`src/rtl/cbus_rr_arbiter.sv`:
```
// cbus_rr_arbiter: N-to-1 round-robin CBus arbiter.
// Holds each grant until the downstream reports the final beat.
package cbus_pkg;

   localparam logic [3:0] MLEN1  = 4'd0;
   localparam logic [3:0] MLEN2  = 4'd1;
   localparam logic [3:0] MLEN4  = 4'd3;
   localparam logic [3:0] MLEN8  = 4'd7;
   localparam logic [3:0] MLEN16 = 4'd15;

   typedef struct packed {
      logic        valid;
      logic        is_write;
      logic [2:0]  size;
      logic [31:0] addr;
      logic [3:0]  strobe;
      logic [31:0] data;
      logic [3:0]  len;
   } cbus_req_t;

   typedef struct packed {
      logic        ready;
      logic        last;
      logic [31:0] data;
   } cbus_resp_t;

endpackage

module cbus_rr_arbiter
   import cbus_pkg::*;
#(
   parameter int NUM_INPUTS = 2,
   parameter int IDX_WIDTH  = $clog2(NUM_INPUTS)
) (
   input  logic                 clk,
   input  logic                 resetn,
   input  cbus_req_t            ireqs  [NUM_INPUTS],
   output cbus_resp_t           oresps [NUM_INPUTS],
   output cbus_req_t            oreq,
   input  cbus_resp_t           oresp,
   output logic                 busy,
   output logic [IDX_WIDTH-1:0] grant_idx
);

   typedef enum logic {
      IDLE,
      BUSY
   } state_t;

   localparam logic [IDX_WIDTH-1:0] LAST_IDX =
      IDX_WIDTH'(NUM_INPUTS - 1);

   state_t               state;
   logic [IDX_WIDTH-1:0] sel;
   logic [IDX_WIDTH-1:0] prio;
   logic [IDX_WIDTH-1:0] pick;
   logic [IDX_WIDTH-1:0] prio_nxt;
   logic                 any;
   logic                 done;

   // first valid requester, scanning upward from prio with wrap
   always_comb begin
      pick = prio;
      any  = 1'b0;
      for (int k = 0; k < NUM_INPUTS; k++) begin
         if (!any &&
             ireqs[(int'(prio) + k) % NUM_INPUTS].valid) begin
            pick = IDX_WIDTH'((int'(prio) + k) % NUM_INPUTS);
            any  = 1'b1;
         end
      end
   end

   // completed index drops to lowest priority
   assign prio_nxt = (sel == LAST_IDX) ? '0 : sel + 1'b1;
   assign done     = oresp.ready && oresp.last;

   // arbitration FSM; oresp only matters while a grant is held
   always_ff @(posedge clk) begin
      if (!resetn) begin
         state <= IDLE;
         sel   <= '0;
         prio  <= '0;
      end else begin
         unique case (state)
            IDLE: begin
               if (any) begin
                  sel   <= pick;
                  state <= BUSY;
               end
            end
            BUSY: begin
               if (done) begin
                  prio  <= prio_nxt;
                  state <= IDLE;
               end
            end
            default: state <= IDLE;
         endcase
      end
   end

   // route the granted request down and the response back up
   always_comb begin
      oreq = '0;
      for (int i = 0; i < NUM_INPUTS; i++) begin
         oresps[i] = '0;
      end
      if (state == BUSY) begin
         oreq        = ireqs[sel];
         oresps[sel] = oresp;
      end
   end

   assign busy      = (state == BUSY);
   assign grant_idx = sel;

endmodule

```
`config.mk`:
```
export PLATFORM = sky130hd
export DESIGN_NAME = cbus_rr_arbiter
export DESIGN_NICKNAME = d
export VERILOG_FILES = /design/src/rtl/cbus_rr_arbiter.sv
export SDC_FILE = /design/constraint.sdc
export NUM_CORES = 1
export LEC_CHECK = 0
export ABC_AREA = 1
export BUFFER_PORTS_ARGS = -buffer_cell sky130_fd_sc_hd__buf_2
export CORE_AREA = 3 3 130 132
export DETAILED_ROUTE_END_ITERATION = 10
export DIE_AREA = 0 0 133 135
export SLEW_MARGIN = 20
export SYNTH_ARGS = -nofsm -noshare
export SYNTH_HDL_FRONTEND = slang
export SYNTH_SLANG_ARGS = --single-unit
```
`constraint.sdc`:
```
create_clock -name clk -period 1.1 [get_ports clk]
set_clock_uncertainty 0.05 [all_clocks]
set_input_delay 0.11 -clock clk [delete_from_list [all_inputs] [get_ports clk]]
set_output_delay 0.11 -clock clk [all_outputs]
set_load 0.01 [all_outputs]
```
==> impl_metrics.env, run 1 <==
export IMPL_status="finished with violations"
export IMPL_violations="setup timing"
export IMPL_n_antenna_cell=0
export IMPL_worstSetupEndpointType="primary output"
export IMPL_report_final_slew_viol_count=0
export IMPL_final_nets=935
export IMPL_antenna_found_initial=1
export IMPL_hold_buffers=0
export IMPL_synth_seq_cells=3
export IMPL_syn_num_nets=578
export IMPL_dpl_cell_count=936
export IMPL_viasPerCell=3.94
export IMPL_finalHoldViolations=0
export IMPL_place_congestion=0.838
export IMPL_utilization_pct=31.9
export IMPL_cts_sinks=3
export IMPL_r2r_start="busy"
export IMPL_avgRoutedWirePerCell_um=13.8
export IMPL_cp_cell_sequence="inv_4 -> nor2_8 -> buf_12 -> clkbuf_16 -> nand2_1 -> nand2_1 -> buf_2"
export IMPL_io_buffers=336
export IMPL_max_cap_viol_count=0
export IMPL_io_pins=337
export IMPL_hp_class="in2reg"
export IMPL_grt_pass1_vias=3226
export IMPL_cts_buffers=3
export IMPL_worstPathArrival_ns=1.36
export IMPL_synth_cell_types=12
export IMPL_synth_xor_area_share_pct=0
export IMPL_cts_clk_slew_worst_paths_ns=0.03
export IMPL_peakVddDrop_mv=0.423
export IMPL_r2r_cells=7
export IMPL_yosys_area_top_type="nand2_1"
export IMPL_path_max_fanout=14
export IMPL_grt_pass1_wl_um=16600
export IMPL_htree_levels=1
export IMPL_cts_tree="yes"
export IMPL_period_needed_ns=1.52
export IMPL_rows=46
export IMPL_path_buf_inv=4
export IMPL_grt_max_degree=52
export IMPL_via_count=3781
export IMPL_setup_violations_final=149
export IMPL_synth_avg_cell_area_um2=4.30
export IMPL_place_worst_setup_slack_ns=-0.235
export IMPL_synth_area_leaders="nand2_1 (36%), nand3_1 (24%), nor2_1 (16%), inv_1 (8.3%), buf_2 (5.7%)"
export IMPL_synth_adder_area_share_pct=0
export IMPL_wl_um=13300
export IMPL_finalNonFillerCells=960
export IMPL_syn_to_final_growth_pct=203
export IMPL_crit_cells=7
export IMPL_drtAntennaViolNets=0
export IMPL_grtUsageTotal_pct=11.5
export IMPL_dp_hpwl_um=9170
export IMPL_die_w_um=133
export IMPL_initial_core_util_pct=10.5
export IMPL_fmax_mhz=658
export IMPL_synth_top_area_share_pct=36.3
export IMPL_dieHeight_um=135
export IMPL_fin_tns_setup_ns=-51.33
export IMPL_cts_root_buf="clkbuf_16"
export IMPL_r2r_slack_ns=-0.18
export IMPL_critPathLaunchType="flip-flop"
export IMPL_worstSetupStartpoint="busy"
export IMPL_grt_ovfl_total=0
export IMPL_worst_slew_pin_slew_ns=0.219
export IMPL_synth_compound_area_share_pct=0.601
export IMPL_drt_iter0_drc=217
export IMPL_critPathMostFrequentCell="nand2_1"
export IMPL_netlist_area_mm2=0.00167
export IMPL_yosysSeqAreaShare_pct=3.60
export IMPL_synth_area_mux_share_pct=0
export IMPL_clk_latency_ns=0.22
export IMPL_crit_type="reg2out"
export IMPL_dr_pass1_iters=5
export IMPL_leakage_nw=3.09
export IMPL_max_stage_delay_ns=0.35
export IMPL_required_ns=0.94
export IMPL_yosys_warnings=0
export IMPL_drive_gt1_share_pct=64.9
export IMPL_yosys_area_share_simple_pct=77.3
export IMPL_slew_headroom_pct=85.4
export IMPL_rsz0062_at_grt="yes"
export IMPL_drc_errors=0
export IMPL_finalWorstSetupSlack_ns=-0.419
export IMPL_power_density_mw_per_mm2=592
export IMPL_core_area_mm2=0.0158
export IMPL_dieArea_mm2=0.0180
export IMPL_whs_ns=0.0938
export IMPL_r2r_end="prio"
export IMPL_synthCells=388
export IMPL_critPathCapture="oreq[10]"
export IMPL_cts_buffer_depth=2
export IMPL_finalCritPeriodShare_pct=138
export IMPL_slowest_stage="dfxtp_4"
export IMPL_path_delay_family="buffers and inverters"
export IMPL_synth_top_family_by_area="simple AND/OR/NAND/NOR gates"
repair_timing:
| item | in CTS | in global routing |
|---|---|---|
| setup buffers | 3 | 4 |
| gates resized for setup | 29 | 66 |
| gates cloned | 3 | 10 |
| pin swaps | 1 | 3 |
| endpoints found under the setup margin | 149 | 150 |
how the worst min path moves through the flow:
stage | startpoint | endpoint | cells past startpoint | slack, ns
floorplan | resetn | busy | 2 | 0.18
finish | resetn | busy | 3 | 0.09
CTS | resetn | busy | 3 | 0.09
global placement | resetn | prio | 3 | 0.33
detailed placement | resetn | busy | 3 | 0.31
global route | resetn | busy | 3 | 0.1
kinds of logic (layout without fill, tap and decap cells):
family,Yosys count,in the layout
AND/OR/NAND/NOR,312,312
buffers and inverters,71,427
flip-flops,3,3
AO/OA/AOI/OAI,2,2
cells in the mapped netlist, drive strengths merged:
library cell and n:
a21oi 2, dfxtp 3, clkbuf 10, buf 22, nand2 161, inv 39, nand3 80, nor2 71
per-layer routing:
metal,global-route usage (%),part of all wire (%),up-vias
met4,1.73,0.44,2
li1,-,-,1901
met2,21.6,51,205
met5,0,0.13,-
met1,13.4,40,1669
met3,3.17,8.5,4
cells in the final DEF (no fill, tap or decap), types with 2 or more instances in the layout:
cell | synthesis | routed
clkbuf_16 | 0 | 12
nand2_1 | 161 | 132
nand2_2 | 0 | 19
buf_4 | 1 | 16
buf_12 | 0 | 13
buf_2 | 19 | 296
nand2_4 | 0 | 9
inv_1 | 37 | 37
nor2_2 | 0 | 32
nor2_1 | 70 | 8
dfxtp_4 | 0 | 2
nand3_1 | 80 | 80
a21oi_1 | 2 | 2
buf_16 | 0 | 5
buf_6 | 2 | 44
nor2_4 | 0 | 30
layout make-up:
cell class              count  area (µm²)
fillers                  1660       10800
clock buffers               4        78.8
multi-input cells         314        1730
inverters                  39         156
flip-flops and latches      3        67.6
well taps                 216         270
repair buffers            384        2740
through the flow:
step           area, µm²  total power [mW]
4_1_cts             4460              2.66
2_1_floorplan       2060              1.00
3_5_place_dp        4110              1.86
3_3_place_gp        4110              1.86
6_report            5040              2.98
5_1_grt             5040              3.20
sequential cells by signal, summed over array words and instances (netlist names):
| register | flops |
|---|---|
| grant_idx | 1 |
| busy | 1 |
| prio | 1 |
report_power, final:
group,leakage [nW],switching [mW],total (mW),internal (mW)
Combinational,3.02,1.13,2.28,1.15
Sequential,0.0259,0.00991,0.126,0.116
Clock,0.0382,0.0990,0.577,0.478
worst min-delay path: stages:
cell and delay [ns]:
buf_2 0.11, nand2_1 0.06, a21oi_1 0.04
Power figures use the tool's default switching activity.
==> run 2: changes to the inputs <==
--- a/config.mk
+++ b/config.mk
@@ -5,11 +5,10 @@
 export SDC_FILE = /design/constraint.sdc
 export NUM_CORES = 1
 export LEC_CHECK = 0
-export ABC_AREA = 1
 export BUFFER_PORTS_ARGS = -buffer_cell sky130_fd_sc_hd__buf_2
-export CORE_AREA = 3 3 130 132
+export CORE_AREA = 3 3 129 131
 export DETAILED_ROUTE_END_ITERATION = 10
-export DIE_AREA = 0 0 133 135
+export DIE_AREA = 0 0 132 134
 export SLEW_MARGIN = 20
 export SYNTH_ARGS = -nofsm -noshare
 export SYNTH_HDL_FRONTEND = slang
==> run 2 against run 1 <==
Net effect:
- the flow still finishes with violations (setup timing)
- sequential power is 3% higher
- first-iteration DRC count is 58% lower
- power is 2.6% lower
- critical path depth is 2 lower
- die area is 1.5% lower
- combinational power is 4% lower
- largest cell class unchanged
- synthesized cell count is 31% lower
- global-route usage is 0.82 points lower
- final cell count is 12% lower
- maximum frequency is 0.37% lower
- via count is 12% lower
==> impl_metrics.env, run 2 <==
export IMPL_max_cap_viol_count=0
export IMPL_synth_cell_types=18
export IMPL_finalNonFillerCells=842
export IMPL_register_area_um2=67.6
export IMPL_grt_busiest_layer="met2"
export IMPL_cts_buffers=3
export IMPL_place_congestion=0.790
export IMPL_max_stage_delay_ns=0.40
export IMPL_setup_violations_final=148
export IMPL_clk_latency_ns=0.22
export IMPL_slew_headroom_pct=86.8
export IMPL_cts_buffer_depth=2
export IMPL_via_count=3345
export IMPL_final_cell_mix="buf_2 (291), nor2_1 (57), mux2i_1 (52)"
export IMPL_io_buffers=336
export IMPL_grt_pass1_vias=3106
export IMPL_drc_errors=0
export IMPL_synth_edf_count=0
export IMPL_utilization_pct=32.8
export IMPL_slowest_stage="dfxtp_4"
export IMPL_worstPathArrival_ns=1.37
export IMPL_synthCells=268
export IMPL_cp_cell_sequence="buf_12 -> buf_4 -> mux2i_2 -> nor2_1 -> buf_2"
export IMPL_io_pins=337
export IMPL_wl_um=12100
export IMPL_grt_pass1_wl_um=16000
export IMPL_yosys_area_top_type="mux2i_1"
export IMPL_required_ns=0.94
export IMPL_core_area_mm2=0.0157
export IMPL_finalHoldViolations=0
export IMPL_peakVddDrop_mv=0.549
export IMPL_worstSetupEndpointType="primary output"
export IMPL_n_antenna_cell=0
export IMPL_crit_type="reg2out"
export IMPL_synth_top_area_share_pct=41.8
export IMPL_path_max_fanout=9
export IMPL_multi_input_area_mm2=0.00200
export IMPL_drive_gt1_share_pct=76.7
export IMPL_netlist_area_mm2=0.00184
export IMPL_drtAntennaViolNets=0
export IMPL_cts_root_buf="clkbuf_16"
export IMPL_whs_ns=0.104
export IMPL_rsz0062_at_grt="yes"
export IMPL_final_common_cell="buf_2"
export IMPL_fin_tns_setup_ns=-51.29
export IMPL_syn_num_nets=458
export IMPL_grt_max_degree=41
export IMPL_hold_buffers=0
export IMPL_violations="setup timing"
export IMPL_dp_hpwl_um=9050
export IMPL_die_w_um=132
export IMPL_yosys_warnings=0
export IMPL_drt_iter0_drc=92
export IMPL_finalPower_mw=2.91
export IMPL_grt_ovfl_total=0
export IMPL_power_density_mw_per_mm2=564
export IMPL_viasPerCell=3.97
export IMPL_cts_sinks=3
export IMPL_fmax_mhz=656
export IMPL_critPathLaunchType="flip-flop"
export IMPL_dr_pass1_iters=4
export IMPL_worst_slew_pin_slew_ns=0.194
export IMPL_htree_levels=1
export IMPL_r2r_cells=6
export IMPL_whs_path_depth=2
export IMPL_fill_cells=1633
export IMPL_use_met3_pct=2.36
export IMPL_dieHeight_um=134
export IMPL_finalCritPeriodShare_pct=139
export IMPL_use_met2_pct=21.1
export IMPL_rows=46
export IMPL_dieArea_mm2=0.0177
export IMPL_synth_area_leaders="mux2i_1 (42%), and3_1 (23%), nor2_1 (16%), buf_12 (4.3%), dfxtp_1 (3.3%)"
export IMPL_hp_class="in2reg"
export IMPL_syn_to_final_growth_pct=180
export IMPL_synth_ff_type="dfxtp_1"
export IMPL_avgRoutedWirePerCell_um=14.4
export IMPL_leakage_nw=2.71
export IMPL_initial_core_util_pct=11.7
export IMPL_synth_avg_cell_area_um2=6.88
export IMPL_period_needed_ns=1.53
export IMPL_cts_tree="yes"
export IMPL_use_met1_pct=12.2
export IMPL_finalWorstSetupSlack_ns=-0.425
export IMPL_cts_clk_slew_worst_paths_ns=0.03
export IMPL_synth_async_sr_flop_share_pct=0
export IMPL_antenna_found_initial=0
export IMPL_status="finished with violations"
export IMPL_report_final_slew_viol_count=0
export IMPL_final_nets=817
export IMPL_r2r_slack_ns=-0.16
export IMPL_synth_seq_cells=3
export IMPL_dpl_cell_count=817
export IMPL_grtUsageTotal_pct=10.7
export IMPL_synth_common_cells="mux2i_1 (77), nor2_1 (77), and3_1 (68)"
export IMPL_yosysSeqAreaShare_pct=3.26
==> run 2: final cells by class <==
type / instances / share of cell area [%]
Sequential cell: 3 / 1.31
Tap cell: 216 / 5.24
Inverter: 4 / 0.534
Multi-Input combinational cell: 229 / 38.9
Clock buffer: 4 / 1.53
Timing Repair Buffer: 386 / 52.5
==> run 2: per-stage QoR <==
step,setup slack (ns),cell area [µm²]
6_report,-0.425,5150
5_1_grt,-0.478,5150
4_1_cts,-0.439,4550
3_5_place_dp,-0.239,4190
3_3_place_gp,-0.237,4190
2_1_floorplan,-0.103,2140
==> run 2: routing by layer <==
layer  vias to the layer above  part of all wire [%]
li1                       1656                     -
met2                       200                    54
met3                         8                   7.5
met4                         0                  0.82
met1                      1481                    37
met5                         -                     0
==> run 2: path summary, 6_finish.rpt <==
kind                  start        to
setup / recovery  grant_idx  oreq[34]
hold / removal    ireqs[76]      busy
setup reg to reg  grant_idx      prio
hold reg to reg        prio      prio
==> run 2: timing repair <==
item                       in CTS  in global routing
setup endpoints to repair     148                149
gates resized for setup        44                 57
pin swaps                       4                  5
gates cloned                    1                 10
setup buffers                   3                  7
==> run 2: kinds of logic after synthesis <==
group / after synthesis / share of synthesized area (%)
flip-flops: 3 / 3.26
multiplexers: 77 / 41.8
AO/OA/AOI/OAI: 6 / 2.17
AND/OR/NAND/NOR: 146 / 39.0
buffers and inverters: 36 / 13.7
==> run 2: where the power goes <==
part           switching, mW  total (mW)  internal, mW
sequential            0.0141       0.130         0.116
combinational          0.989        2.19          1.21
clock                  0.102       0.581         0.479
==> run 2: worst max-delay path, delay by kind of cell, from the launching register on <==
kind                   cells  cell delay [ns]
muxes                      1             0.23
DFF                        1             0.40
and+or+nand+nor            1             0.05
buffers and inverters      3             0.45
==> run 3: changes to the inputs <==
==> constraint.sdc (replaced) <==
create_clock -name clk -period 1.24 [get_ports clk]
set_clock_uncertainty 0.05 [all_clocks]
set_input_delay 0.124 -clock clk [delete_from_list [all_inputs] [get_ports clk]]
set_output_delay 0.124 -clock clk [all_outputs]
set_load 0.01 [all_outputs]
==> run 3 against run 2 <==
Net effect:
- the flow still finishes with violations (setup timing)
- clock-buffer cell count unchanged
- routed wire length down 15%
- clock power decreased by 11%
- via count decreased by 4.8%
- combinational power decreased by 32%
- largest cell class unchanged
==> impl_metrics.env, run 3 (synthesis gave the netlist of run 2 again) <==
export IMPL_dieHeight_um=134
export IMPL_hp_start="resetn"
export IMPL_slew_headroom_pct=86.4
export IMPL_peakVddDrop_mv=0.455
export IMPL_report_final_slew_viol_count=0
export IMPL_crit_type="reg2out"
export IMPL_cts_buffers=3
export IMPL_grtUsageTotal_pct=9.55
export IMPL_via_count=3183
export IMPL_cp_cell_sequence="buf_4 -> clkbuf_16 -> mux2i_1 -> nor2_1 -> buf_2"
export IMPL_r2r_cells=4
export IMPL_critPathLaunchType="flip-flop"
export IMPL_finalCritPeriodShare_pct=121
export IMPL_leakage_nw=2.51
export IMPL_cts_tree="yes"
export IMPL_fin_tns_setup_ns=-26.10
export IMPL_whs_endpoint="prio"
export IMPL_final_common_cell="buf_2"
export IMPL_dr_pass1_iters=4
export IMPL_initial_core_util_pct=11.7
export IMPL_drt_iter0_drc=122
export IMPL_syn_to_final_growth_pct=120
export IMPL_dp_hpwl_um=8070
export IMPL_io_pins=337
export IMPL_power_density_mw_per_mm2=522
export IMPL_dieArea_mm2=0.0177
export IMPL_antenna_found_initial=0
export IMPL_r2r_end="prio"
export IMPL_cts_clk_slew_worst_paths_ns=0.03
export IMPL_io_buffers=336
export IMPL_final_cell_mix="buf_2 (332), nor2_1 (77), mux2i_1 (71)"
export IMPL_post_dp_cell_area_mm2=0.00380
export IMPL_grt_pass1_wl_um=14100
export IMPL_violations="setup timing"
export IMPL_hp_class="in2reg"
export IMPL_stdcell_area_mm2=0.00405
export IMPL_final_nets=791
export IMPL_avgRoutedWirePerCell_um=12.6
export IMPL_finalHoldViolations=0
export IMPL_core_area_mm2=0.0157
export IMPL_status="finished with violations"
export IMPL_finalWorstSetupSlack_ns=-0.264
export IMPL_rows=46
export IMPL_clk_latency_ns=0.23
export IMPL_slowest_stage="dfxtp_4"
export IMPL_place_congestion=0.803
export IMPL_fmax_mhz=665
export IMPL_n_antenna_cell=0
export IMPL_viasPerCell=3.90
export IMPL_cts_root_buf="clkbuf_16"
export IMPL_rsz0062_at_grt="yes"
export IMPL_drc_errors=0
export IMPL_max_stage_delay_ns=0.35
export IMPL_max_cap_viol_count=0
export IMPL_htree_levels=1
export IMPL_grt_max_degree=73
export IMPL_worst_slew_pin_slew_ns=0.199
export IMPL_drive_gt1_share_pct=62.3
export IMPL_die_w_um=132
export IMPL_wl_um=10300
export IMPL_r2r_start="busy"
export IMPL_setup_violations_final=146
export IMPL_cts_buffer_depth=2
export IMPL_grt_pass1_vias=2898
export IMPL_worstPathArrival_ns=1.33
export IMPL_grt_ovfl_total=0
export IMPL_path_max_fanout=23
export IMPL_r2r_slack_ns=0.15
export IMPL_whs_path_depth=3
export IMPL_cts_sinks=3
export IMPL_worstSetupEndpointType="primary output"
export IMPL_required_ns=1.07
export IMPL_drtAntennaViolNets=0
export IMPL_period_needed_ns=1.50
-- run 3: repair_timing --
| action | in CTS | in global routing |
|---|---|---|
| buffers inserted | 0 | 3 |
| gates cloned | 0 | 3 |
| endpoints found under the setup margin | 146 | 147 |
| resized for setup | 7 | 9 |
| hold buffers | 0 | 0 |
-- run 3: final cells by class --
type / count / area [µm²]
fill: 1734 / 11700
timing repair buffer: 360 / 2050
multi-input combinational: 229 / 1580
tap: 216 / 270
clock buffer: 4 / 78.8
sequential: 3 / 65.1
inverter: 4 / 15.0
-- run 3: through the flow --
stage | worst slack [ns] | util (%) | hold slack, ns | total power [mW] | std cells
2_1_floorplan | -0.000896 | - | 0.212 | 0.827 | 268
3_3_place_gp | -0.0824 | 24.2 | 0.348 | 1.50 | 806
3_5_place_dp | -0.0867 | 24.2 | 0.348 | 1.51 | 806
4_1_cts | -0.301 | 24.9 | 0.109 | 2.06 | 810
5_1_grt | -0.319 | 25.8 | 0.126 | 2.27 | 816
6_report | -0.264 | 25.8 | 0.115 | 2.11 | 816
-- run 3: worst max path at each step --
stage                          from  endpoint  slack, ns  depth (start not counted)
final                     grant_idx  oreq[30]      -0.26                          5
after floorplan                busy  oreq[56]    -0.0009                          5
after CTS                 grant_idx  oreq[21]      -0.30                          4
after global routing      grant_idx  oreq[74]      -0.32                          5
after global placement    grant_idx  oreq[40]      -0.08                          5
after detailed placement  grant_idx  oreq[40]      -0.09                          5
-- run 3: worst max-delay path: cells and delay by family (launching register included) --
| family | cells | cell delay, ns |
|---|---|---|
| buf+inv | 3 | 0.49 |
| mux | 1 | 0.20 |
| simple gates | 1 | 0.06 |
| flops | 1 | 0.35 |
-- run 3: power breakdown --
group / total, mW / switching, mW / internal, mW / leakage, nW
clock: 0.517 / 0.0924 / 0.425 / 0.0382
combinational: 1.48 / 0.717 / 0.767 / 2.44
sequential: 0.112 / 0.00816 / 0.104 / 0.0256
total: 2.11 / 0.818 / 1.30 / 2.51
-- run 3: metal layers --
metal	up-vias	track usage, %	share of wire, %
met4	0	3.03	1.1
met3	6	2.18	9.2
met2	190	18.0	52
met1	1393	10.6	37
met5	-	0	0
li1	1594	-	-
